--- config.mk ---
export PLATFORM = sky130hd
export DESIGN_NAME = gantry_sequencer
export DESIGN_NICKNAME = d
export VERILOG_FILES = /design/src/rtl/gantry_sequencer.sv
export SDC_FILE = /design/constraint.sdc
export NUM_CORES = 1
export LEC_CHECK = 0
export ABC_AREA = 1
export CORE_MARGIN = 4
export CORE_UTILIZATION = 45
export CTS_BUF_LIST = sky130_fd_sc_hd__clkbuf_16
export DETAILED_ROUTE_END_ITERATION = 8
export GPL_TIMING_DRIVEN = 1
export PLACE_DENSITY_LB_ADDON = 0.08
export SLEW_MARGIN = 20
export SYNTH_ARGS = -nofsm -noshare
export SYNTH_HDL_FRONTEND = slang
export SYNTH_SLANG_ARGS = --single-unit
--- constraint.sdc ---
create_clock -name clk -period 8.1 [get_ports clk]
set_input_delay 2.43 -clock clk [delete_from_list [all_inputs] [get_ports clk]]
set_output_delay 2.43 -clock clk [all_outputs]
set_load 0.005 [all_outputs]
--- src/rtl/gantry_sequencer.sv ---
// gantry_sequencer: joystick/controller commands to rate-limited X/Y/Z step pulses with position tracking.
// Optional DIAG_MOVE_EN lets X and Y step on the same tick; otherwise X takes precedence over Y.
module gantry_sequencer #(
  parameter int STEP_DIV = 1000,
  parameter int X_MAX    = 200,
  parameter int Y_MAX    = 200,
  parameter int Z_MAX    = 100,
  parameter int POS_W    = 8
) (
  input  logic             clk,
  input  logic             rst_n,
  input  logic             Mov_l,
  input  logic             Mov_r,
  input  logic             Mov_f,
  input  logic             Mov_b,
  input  logic             Un_claw,
  input  logic             Down,
  input  logic             Rise,
  input  logic             Return,
  input  logic             Contact,
  output logic             Step_x,
  output logic             Step_y,
  output logic             Step_z,
  output logic             Dir_x,
  output logic             Dir_y,
  output logic             Dir_z,
  output logic [POS_W-1:0] Pos_x,
  output logic [POS_W-1:0] Pos_y,
  output logic [POS_W-1:0] Pos_z,
  output logic             Top,
  output logic             Origin,
  output logic             Touch,
  output logic             Busy
);
  localparam int CW = $clog2(STEP_DIV);
  localparam logic [CW-1:0] LAST = CW'(STEP_DIV - 1);
  localparam logic [POS_W-1:0] XM = POS_W'(X_MAX);
  localparam logic [POS_W-1:0] YM = POS_W'(Y_MAX);
  localparam logic [POS_W-1:0] ZM = POS_W'(Z_MAX);

  typedef enum logic [2:0] {IDLE, JOG, DESCEND, ASCEND, HOME_Z, HOME_XY} state_t;

  state_t           state_q, state_d;
  logic [CW-1:0]    cnt_q, cnt_d;
  logic             contact_m_q, contact_s_q;
  logic [POS_W-1:0] pos_x_q, pos_x_d, pos_y_q, pos_y_d, pos_z_q, pos_z_d;
  logic             step_x_q, step_x_d, step_y_q, step_y_d, step_z_q, step_z_d;
  logic             dir_x_q, dir_x_d, dir_y_q, dir_y_d, dir_z_q, dir_z_d;
  logic             tick, top, origin, touch, jog_req, jog, home_xy;
  logic             x_inc, x_dec, y_inc, y_dec, z_inc, z_dec, x_go, y_go, z_go;

  always_comb begin
    tick    = cnt_q == LAST;
    cnt_d   = tick ? '0 : cnt_q + 1'b1;
    top     = pos_z_q == '0;
    origin  = top && pos_x_q == '0 && pos_y_q == '0;
    touch   = pos_z_q == ZM || contact_s_q;
    jog_req = !Un_claw && (Mov_l || Mov_r || Mov_f || Mov_b);
    state_d = Return  ? (origin ? IDLE : (top ? HOME_XY : HOME_Z)) :
              Rise    ? ASCEND :
              Down    ? DESCEND :
              jog_req ? JOG : IDLE;
    jog     = state_d == JOG;
    home_xy = state_d == HOME_XY;
    // Each request is only raised when the resulting position stays in range
    x_inc   = jog && Mov_r && !Mov_l && pos_x_q < XM;
    x_dec   = ((jog && Mov_l && !Mov_r) || home_xy) && pos_x_q != '0;
    y_inc   = jog && Mov_f && !Mov_b && pos_y_q < YM;
    y_dec   = ((jog && Mov_b && !Mov_f) || home_xy) && pos_y_q != '0;
    z_inc   = state_d == DESCEND && !touch && pos_z_q < ZM;
    z_dec   = (state_d == ASCEND || state_d == HOME_Z) && !top;
    x_go    = tick && (x_inc || x_dec);
`ifdef DIAG_MOVE_EN
    y_go    = tick && (y_inc || y_dec);
`else
    y_go    = tick && (y_inc || y_dec) && !(x_inc || x_dec);
`endif
    z_go    = tick && (z_inc || z_dec);
    pos_x_d  = x_go ? (x_inc ? pos_x_q + 1'b1 : pos_x_q - 1'b1) : pos_x_q;
    pos_y_d  = y_go ? (y_inc ? pos_y_q + 1'b1 : pos_y_q - 1'b1) : pos_y_q;
    pos_z_d  = z_go ? (z_inc ? pos_z_q + 1'b1 : pos_z_q - 1'b1) : pos_z_q;
    dir_x_d  = x_go ? x_inc : dir_x_q;
    dir_y_d  = y_go ? y_inc : dir_y_q;
    dir_z_d  = z_go ? z_inc : dir_z_q;
    step_x_d = x_go;
    step_y_d = y_go;
    step_z_d = z_go;
  end

  always_ff @(posedge clk or negedge rst_n) begin
    if (!rst_n) begin
      state_q     <= IDLE;
      cnt_q       <= '0;
      contact_m_q <= 1'b0;
      contact_s_q <= 1'b0;
      pos_x_q     <= '0;
      pos_y_q     <= '0;
      pos_z_q     <= '0;
      step_x_q    <= 1'b0;
      step_y_q    <= 1'b0;
      step_z_q    <= 1'b0;
      dir_x_q     <= 1'b0;
      dir_y_q     <= 1'b0;
      dir_z_q     <= 1'b0;
    end else begin
      state_q     <= state_d;
      cnt_q       <= cnt_d;
      contact_m_q <= Contact;
      contact_s_q <= contact_m_q;
      pos_x_q     <= pos_x_d;
      pos_y_q     <= pos_y_d;
      pos_z_q     <= pos_z_d;
      step_x_q    <= step_x_d;
      step_y_q    <= step_y_d;
      step_z_q    <= step_z_d;
      dir_x_q     <= dir_x_d;
      dir_y_q     <= dir_y_d;
      dir_z_q     <= dir_z_d;
    end
  end

  assign Step_x = step_x_q;
  assign Step_y = step_y_q;
  assign Step_z = step_z_q;
  assign Dir_x  = dir_x_q;
  assign Dir_y  = dir_y_q;
  assign Dir_z  = dir_z_q;
  assign Pos_x  = pos_x_q;
  assign Pos_y  = pos_y_q;
  assign Pos_z  = pos_z_q;
  assign Top    = top;
  assign Origin = origin;
  assign Touch  = touch;
  assign Busy   = state_q != IDLE;
endmodule

==> results.py <==
metrics = {
    "sta": {
        "period_share_pct": 63.9,
        "final.min_clock_period_ns": 5.18,
        "max_slew_margin_pct": 61.6,
        "fmax_mhz": 193,
        "setup_violations": 0,
        "finalWorstSetupSlack_ns": 2.92,
        "fin_tns_setup_ns": 0,
        "tightest_slew_ns": 0.577,
        "slew_violations": 0,
        "skew_ns": 0.00414,
        "final_hold_viol_count": 0,
        "rsz0062_at_grt": "no",
    },
    "placement": {
        "gp_congestion": 0.808,
        "placed_cells": 480,
        "port_buffers": 44,
        "place_ws_ns": 2.70,
        "dp_hpwl_um": 4740,
    },
    "pwr": {
        "vdd_drop_max_v": 0.0000983,
        "powerDensity_nw_per_um2": 138,
        "fin_total_pwr_uw": 503,
        "leakage_uw": 0.00183,
    },
    "synth": {
        "synth_seq_cells": 45,
        "synthTopCellsByArea": "dfrtp_1 38%, nand2_1 11%, ha_1 8.0%",
        "avgSynthCellArea_um2": 8.19,
        "synth_fp_nets": 395,
        "synthArstFlopShare_pct": 100,
        "yosysMostFrequentCell": "nand2_1",
        "synthFlopType": "dfrtp_1",
        "ys_warn_count": 0,
        "syn-instance-count": 362,
        "synthesis.area_um2": 2970,
        "seq_area_frac_synth_pct": 38.0,
        "yosys.area.top_type": "dfrtp_1",
        "ys_types": 36,
        "synth_edf_count": 0,
        "ys_top_cells_by_count": "83 x nand2_1, 51 x inv_1, 45 x dfrtp_1",
        "synth_top_area_share_pct": 38.0,
    },
    "drt": {
        "ant_nets": 0,
        "drc": 0,
        "wl_um": 6380,
        "drt_iter0_drc": 49,
        "wl_per_cell_um": 13.1,
        "via_per_inst": 4.98,
        "firstDrtPassIters": 4,
        "num_vias": 2429,
    },
    "critical_path": {
        "cp_max_fo": 7,
        "cp_cell_sequence": "clkdlybuf4s50_1 -> nor2_1 -> inv_1 -> nor2_2 -> nand2_2 -> nor2_4 -> inv_1 -> ha_1 -> a21o_1 -> a31oi_1 -> inv_1 -> a21oi_1 -> o21ai_0 -> xnor2_1 -> o21ai_2",
        "crit_path_start_kind": "primary input",
        "cp_num_buf_inv": 4,
        "critical_path.top_delay_family": "buffers and inverters",
        "slowest_stage": "clkdlybuf4s50_1",
        "cp_common_cell": "inv_1",
        "cp_data_required_time_ns": 8.25,
        "end_kind": "register",
        "worstPathArrival_ns": 5.33,
        "critPathKind": "primary input to register",
        "slowest_delay_ns": 0.50,
    },
    "global_routing": {
        "grtUsageTotal_pct": 17.0,
        "antenna_found_initial": 0,
        "grt_pass1_vias": 2289,
        "grt_start_max_net_pins": 46,
        "grt_pass1_wl_um": 10600,
        "overflow": 0,
    },
    "final_layout": {
        "nNetsFinal": 443,
        "area_growth_pct": 22.6,
        "instances_no_fill": 488,
        "diodes": 0,
        "drive_gt1_share_pct": 8.76,
    },
    "clocking": {
        "clk_latency_ns": 0.28,
        "holdBufCountCts": 0,
        "clockRootBuffer": "clkbuf_16",
        "ctsHtreeMaxLevel": 2,
        "cts_buffers": 5,
        "cts.path.max_buffers": 2,
        "cts_num_sinks": 45,
        "clk_pin_slew_ns": 0.06,
        "cts_setup_buffers": 0,
        "postCtsResizedCells": 0,
        "cts_tree": "yes",
    },
    "worst_hold_path": {
        "hold_path_class": "register to register",
    },
    "floorplan": {
        "core_um2": 6390,
        "initial_core_util_pct": 46.4,
        "io_pins": 45,
        "die-area_um2": 7950,
        "die_x_um": 89.2,
        "die_y_um": 89.2,
        "num_rows": 29,
    },
    "status": {
        "status": "complete, no violations",
    },
    "run": {
        "drv_cap": 0,
    },
}
==> final timing paths <==
kind	startpoint	to	slack, ns	cells past startpoint
max reg2reg	Pos_z[0]$_DFFE_PN0P_	Pos_z[5]$_DFFE_PN0P_	4.78	18
min reg2reg	contact_m_q$_DFF_PN0_	contact_s_q$_DFF_PN0_	0.35	0
max	Return	Pos_z[5]$_DFFE_PN0P_	2.92	15
max in group asynchronous	rst_n	Pos_y[4]$_DFFE_PN0P_	5.56	1
min	contact_m_q$_DFF_PN0_	contact_s_q$_DFF_PN0_	0.35	0
min in group asynchronous	rst_n	cnt_q[4]$_DFF_PN0_	2.15	1
==> worst reg2reg max path, cell delays in order (launching register included) <==
cell and delay (ns):
dfrtp_1 0.46, nor2_1 0.16, nand2_1 0.11, nor2_4 0.21
nand3_4 0.13, nand3_2 0.12, nand2_4 0.09, nor2_2 0.11
nand2_2 0.07, nor2_4 0.15, inv_1 0.16, ha_1 0.36
a21o_1 0.20, a31oi_1 0.29, inv_1 0.08, a21oi_1 0.14
o21ai_0 0.12, xnor2_1 0.18, o21ai_2 0.06
==> final cells by class <==
type | count | area [µm²]
clock buffer | 5 | 125
inverter | 52 | 195
sequential | 45 | 1130
fill | 611 | 2750
clock inverter | 3 | 41.3
multi-input combinational | 262 | 1610
timing repair buffer | 44 | 438
tap | 77 | 96.3
==> placed cells by master (no fill, tap or decap), drive strengths merged, types with 2 or more instances in the layout <==
cell type / synthesis / layout
nand2: 91 / 91
inv: 52 / 52
dfrtp: 45 / 45
clkdlybuf4s50: 0 / 43
nor2: 39 / 39
o21ai: 26 / 26
ha: 19 / 19
a21oi: 17 / 17
xor2: 13 / 13
nand3: 11 / 11
nor3: 10 / 10
xnor2: 8 / 8
a31oi: 6 / 6
nand4: 6 / 6
clkbuf: 0 / 5
a21o: 4 / 4
fa: 3 / 3
nor4: 3 / 3
o31ai: 2 / 2
==> registers in the layout, indices dropped and copies added, names as in the netlist, 3 cells and up <==
name,flops
Pos_x,8
Pos_y,8
Pos_z,8
state_q,3
cnt_q,10
==> routing by layer <==
metal | part of all wire (%) | up-vias | track usage, %
li1 | - | 1275 | -
met4 | 0.74 | 0 | 3.25
met5 | 0 | - | 0
met1 | 49 | 1113 | 23.9
met2 | 46 | 37 | 27.6
met3 | 3.7 | 4 | 3.41
==> power breakdown <==
| part | total, µW | leakage (µW) | internal, µW | switching (µW) |
|---|---|---|---|---|
| sequential | 228 | 0.000588 | 227 | 1.42 |
| combinational | 46.5 | 0.00116 | 19.1 | 27.4 |
| clock | 228 | 0.0000775 | 144 | 83.7 |
| total | 503 | 0.00183 | 390 | 113 |
==> logic make-up after synthesis <==
| group | after synthesis | share of synthesized area [%] |
|---|---|---|
| buffers and inverters | 55 | 7.59 |
| flip-flops | 45 | 38.0 |
| AND/OR/NAND/NOR | 162 | 26.3 |
| adder cells (fa/ha/maj) | 22 | 10.0 |
| XOR/XNOR | 21 | 6.20 |
| AO/OA/AOI/OAI | 57 | 11.9 |
==> metrics by stage <==
stage	utilization, %	hold WS (ns)	cell area (µm²)
floorplan	-	0.331	2970
finish	56.9	0.350	3640
global route	56.9	0.371	3640
global placement	54.3	0.334	3470
detailed placement	54.3	0.337	3470
CTS	56.9	0.351	3630
(Power assumes the default switching activity.)
